**config.mk**
```make
export PLATFORM = sky130hd
export DESIGN_NAME = stall_sequencer
export DESIGN_NICKNAME = d
export VERILOG_FILES = /design/src/rtl/stall_sequencer.sv
export SDC_FILE = /design/constraint.sdc
export NUM_CORES = 1
export LEC_CHECK = 0
export ABC_AREA = 1
export BUFFER_PORTS_ARGS = -buffer_cell sky130_fd_sc_hd__clkbuf_2
export CAP_MARGIN = 20
export CELL_PAD_IN_SITES_DETAIL_PLACEMENT = 1
export CELL_PAD_IN_SITES_GLOBAL_PLACEMENT = 2
export CORE_MARGIN = 4
export CORE_UTILIZATION = 21
export DETAILED_ROUTE_END_ITERATION = 12
export PLACE_DENSITY_LB_ADDON = 0.1
export SLEW_MARGIN = 20
export SYNTH_ARGS = -nofsm -noshare
export SYNTH_HDL_FRONTEND = slang
export SYNTH_SLANG_ARGS = --single-unit
```
**constraint.sdc**
```tcl
create_clock -name clk -period 1.5 [get_ports clk]
set_input_delay 0.15 -clock clk [delete_from_list [all_inputs] [get_ports clk]]
set_output_delay 0.15 -clock clk [all_outputs]
set_load 0.03 [all_outputs]
```
**src/rtl/stall_sequencer.sv**
```systemverilog
// Opcode-driven stall sequencer: issues a per-class stop mask and holds it for a programmable count.
// Optional stall-cycle performance counter enabled by defining STALL_SEQUENCER_PERF_EN.
module stall_sequencer #(
  parameter int unsigned OP_W      = 6,
  parameter int unsigned CNT_W     = 3,
  parameter int unsigned LOAD_LAT  = 2,
  parameter int unsigned STORE_LAT = 1,
  parameter int unsigned COP_LAT   = 3
) (
  input  logic             clk,
  input  logic             rst_n,
  input  logic [OP_W-1:0]  op,
  input  logic             op_valid,
  input  logic             flush,
  output logic [1:0]       stop,
  output logic             busy,
  output logic [CNT_W-1:0] stall_cnt,
  output logic [15:0]      perf_stall_cycles
);

  // One extra bit so a latency of exactly 2^CNT_W is representable before the -1.
  localparam int unsigned LatW = CNT_W + 1;

  localparam logic [0:0] StIdle  = 1'b0;
  localparam logic [0:0] StStall = 1'b1;

  localparam logic [OP_W-1:0] OpLoadA  = OP_W'(32);
  localparam logic [OP_W-1:0] OpLoadB  = OP_W'(33);
  localparam logic [OP_W-1:0] OpLoadC  = OP_W'(34);
  localparam logic [OP_W-1:0] OpLoadD  = OP_W'(35);
  localparam logic [OP_W-1:0] OpLoadE  = OP_W'(42);
  localparam logic [OP_W-1:0] OpStoreA = OP_W'(40);
  localparam logic [OP_W-1:0] OpStoreB = OP_W'(41);
  localparam logic [OP_W-1:0] OpCopA   = OP_W'(16);
  localparam logic [OP_W-1:0] OpCopB   = OP_W'(18);
  localparam logic [OP_W-1:0] OpCopC   = OP_W'(20);

  logic [0:0]       state_q, state_d;
  logic [CNT_W-1:0] cnt_q, cnt_d;
  logic [1:0]       mask_q, mask_d;

  logic [1:0]       cls_mask;
  logic [LatW-1:0]  cls_lat;
  logic [LatW-1:0]  lat_m1;
  logic             issue;

  always_comb begin
    cls_mask = 2'b00;
    cls_lat  = '0;
    case (op)
      OpLoadA, OpLoadB, OpLoadC, OpLoadD, OpLoadE: begin
        cls_mask = 2'b11;
        cls_lat  = LatW'(LOAD_LAT);
      end
      OpStoreA, OpStoreB: begin
        cls_mask = 2'b01;
        cls_lat  = LatW'(STORE_LAT);
      end
      OpCopA, OpCopB, OpCopC: begin
        cls_mask = 2'b10;
        cls_lat  = LatW'(COP_LAT);
      end
      default: ;
    endcase
  end

  assign lat_m1 = cls_lat - LatW'(1);
  assign issue  = (state_q == StIdle) && op_valid && (cls_mask != 2'b00) && (cls_lat != '0);

  always_comb begin
    state_d   = state_q;
    cnt_d     = cnt_q;
    mask_d    = mask_q;
    stop      = 2'b00;
    busy      = 1'b0;
    stall_cnt = '0;
    if (flush) begin
      state_d = StIdle;
      cnt_d   = '0;
      mask_d  = 2'b00;
    end else if (state_q == StStall) begin
      stop      = mask_q;
      busy      = 1'b1;
      stall_cnt = (cnt_q != '0) ? cnt_q - CNT_W'(1) : '0;
      cnt_d     = (cnt_q != '0) ? cnt_q - CNT_W'(1) : '0;
      // Guard on <=1 so a corrupted zero count still falls back to IDLE.
      if (cnt_q <= CNT_W'(1)) begin
        state_d = StIdle;
        mask_d  = 2'b00;
      end
    end else if (issue) begin
      stop    = cls_mask;
      mask_d  = cls_mask;
      cnt_d   = lat_m1[CNT_W-1:0];
      state_d = (cls_lat >= LatW'(2)) ? StStall : StIdle;
    end
  end

  always_ff @(posedge clk or negedge rst_n) begin
    if (!rst_n) begin
      state_q <= StIdle;
      cnt_q   <= '0;
      mask_q  <= 2'b00;
    end else begin
      state_q <= state_d;
      cnt_q   <= cnt_d;
      mask_q  <= mask_d;
    end
  end

`ifdef STALL_SEQUENCER_PERF_EN
  logic [15:0] perf_q, perf_d;

  always_comb begin
    perf_d = perf_q;
    if ((stop != 2'b00) && !flush && (perf_q != 16'hFFFF)) begin
      perf_d = perf_q + 16'd1;
    end
  end

  always_ff @(posedge clk or negedge rst_n) begin
    if (!rst_n) begin
      perf_q <= 16'd0;
    end else begin
      perf_q <= perf_d;
    end
  end

  assign perf_stall_cycles = perf_q;
`else
  assign perf_stall_cycles = 16'd0;
`endif

endmodule
```
==> summary.txt <==
Setup path
  • Startpoint Class: register
  • CP Class: reg2out
  • Req. time, crit path: 1.35 ns
  • Crit path arrival time: 1.29 ns
  • Setup crit end kind: output port
  • Worst path max stage delay: 0.36 ns
  • Worst path slowest cell: dfrtp_1
  • Crit path cell chain: inv_1 -> or2_4 -> nor2_1 -> buf_4
  • Worst-path fanout max: 5

Placed design
  • Post-DP HPWL: 1370 um
  • RePlAce Congestion: 0.692
  • IO Port Bufs: 15

Floorplanning
  • Row cnt: 19
  • Core area: around 2800 um^2
  • Initial Utilization: 0.221
  • IO Pins: 32
  • Die width: 62.1 um
  • Die H: 62.1 um
  • Die area: about 3900 um^2

Timing
  • Final Cycle Share: 0.962
  • Max Freq: a little under 700 MHz
  • Hold Vio Cnt, Final: 0
  • Tmin final: about 1.4 ns
  • Setup TNS after final layout: 0 ns
  • RSZ-0062 raised after global routing: true
  • Final setup fails: 0
  • Max Transition Viols Final: 0
  • Clock skew: 0.00531 ns

Route
  • Antenna Nets Post-Route: 0
  • Vias after detailed routing: 613
  • DRT Pass-1 Iters: 3
  • Final wirelength: 1590 um
  • Routed WL per cell: between 10 and 15 um
  • Routed vias/inst: 4.01
  • Initial drt markers: 10
  • DR DRC count: 0

Synth
  • Ys flop type: dfrtp_1
  • Netlist cell types: 17
  • Ys async rst share: 1.00
  • Ys Warns: 0
  • Post-synth top area share: 0.244
  • Netlist Area Pre-Place: 614 um^2
  • Synth top area cells: dfrtp_1, buf_4, nand2_1, ha_1, nor2_1
  • Seq cells post-synth: 6
  • Post-synthesis cell count: 92
  • Area leader, netlist: dfrtp_1
  • Most frequent cell after synthesis: nand2_1
  • Syn_area_per_cell: roughly 6.7 um^2
  • Post-synth EDFFs: 0
  • Sequential area share after synthesis: 0.244
  • Post-synth top cells: nand2_1, buf_4, nor2_1

CTS
  • Total CTS buffers: 3
  • H-tree levels: 1
  • CTS tree: built
  • CTS clk-pin slew, worst paths: 0.05 ns
  • Clk sinks: 6
  • Later-pin clock latency in the skew report: 0.24 ns
  • Clock Path Buffers: 2
  • Root buf cell: clkbuf_4

Cells and area
  • Fill count: 365
  • Ratio of cells with drive above 1 in the final layout: 0.426
  • Area grow syn2layout: 36.9%
  • Ant diodes: 0
  • Final nets: 138
  • Finished Core Util: 0.302

Pwr
  • Total power: around 530 uW
  • VDD IR max: 0.612 mV
  • Leak: 0.486 nW
  • Pwr dens: 635 nW/um^2

Global routing
  • GR peak layer: met2
  • Met1 Usage GRT: 0.111
  • Overflow after GRT: 0
  • Largest net degree at the start of global routing: 7
  • Global-route wire length before repair: 2500 um
  • Initial antenna violation count: 0
  • Vias in the first global route: 582
  • Global-route met3 utilization: 0.0413
  • Met2 Resource Use GR: 0.149
  • All-Layer GR Usage: 0.0889

Worst hold path
  • Worst hold-check path type: in2reg

Outcome
  • Status: completed

Run
  • Max Cap Viol: 0
-- final cells by class --
cell class,count,area (um^2),share of cell area
inverters,11,42.5,0.0506
clock buffers,3,22.5,0.0268
multi-input cells,74,389,0.463
well taps,31,38.8,0.0461
repair buffers,28,195,0.232
flip-flops and latches,6,153,0.182
-- logic make-up (layout without fill, tap and decap cells) --
kind of cell,count (synthesis),count (layout),share of synthesized area
flip-flops,6,6,0.244
adder cells (fa/ha/maj),4,4,0.0815
buffers and inverters,27,42,0.263
AND/OR/NAND/NOR,47,47,0.332
other,1,16,0.00610
AO/OA/AOI/OAI,7,7,0.0733
-- metal layers --
layer	up-vias	share of wire
li1	308	-
met1	285	0.42
met2	20	0.52
met3	0	0.063
met4	0	0
met5	-	0
-- per-stage QoR --
step           cells  area [um^2]  hold WS [ns]  worst slack, ns
2_1_floorplan    107          671        -0.146            0.105
3_3_place_gp     146          732       -0.0148         -0.00443
3_5_place_dp     146          732       -0.0103          -0.0207
4_1_cts          151          793         0.176          0.00133
5_1_grt          153          841         0.196          -0.0329
6_report         153          841         0.169           0.0577
-- repair_timing --
| item | in CTS | in global routing |
|---|---|---|
| setup buffers | 1 | 2 |
| hold buffers | 1 | 0 |
| pin swaps | 1 | 7 |
| gates resized for setup | 9 | 20 |
| setup endpoints to repair | 5 | 5 |
| hold endpoints to repair | 6 | 0 |
-- where the power goes --
group	internal, mW	switching, mW
clock	0.0903	0.0550
sequential	0.177	0.0154
combinational	0.0653	0.131
-- path summary, 6_finish.rpt --
path / start / end / slack (ns) / cells past startpoint
worst max-delay path: state_q / stall_cnt[1] / 0.06 / 4
worst min-delay path: op_valid / state_q / 0.17 / 3
worst max register to register: cnt_q[1] / cnt_q[2] / 0.21 / 8
worst min register to register: mask_q[1] / mask_q[1] / 0.48 / 2
max in group asynchronous: rst_n / cnt_q[0] / 1.06 / 2
min in group asynchronous: rst_n / mask_q[1] / 0.27 / 2
-- state kept, by name, indices dropped and copies added (netlist names) --
signal	cells
mask_q	2
cnt_q	3
state_q	1
-- critical path: cells and delay by family (launching register included) --
kind                   cells  cell delay (ns)
AND/OR/NAND/NOR            2             0.43
flip-flops                 1             0.36
buffers and inverters      2             0.25
-- placed cells by master (no fill, tap or decap), types with 3 or more instances in the layout --
cell type / synthesis / final
nand2_1: 26 / 25
buf_4: 16 / 15
dfrtp_1: 6 / 4
nand2_2: 2 / 3
conb_1: 1 / 16
nand3_1: 3 / 3
nor2_1: 11 / 6
o21ai_0: 4 / 4
clkbuf_2: 0 / 10
inv_1: 10 / 7
clkbuf_4: 0 / 3
inv_2: 0 / 3
nor2_2: 2 / 5
No activity file was read; power rests on OpenSTA's default activity.
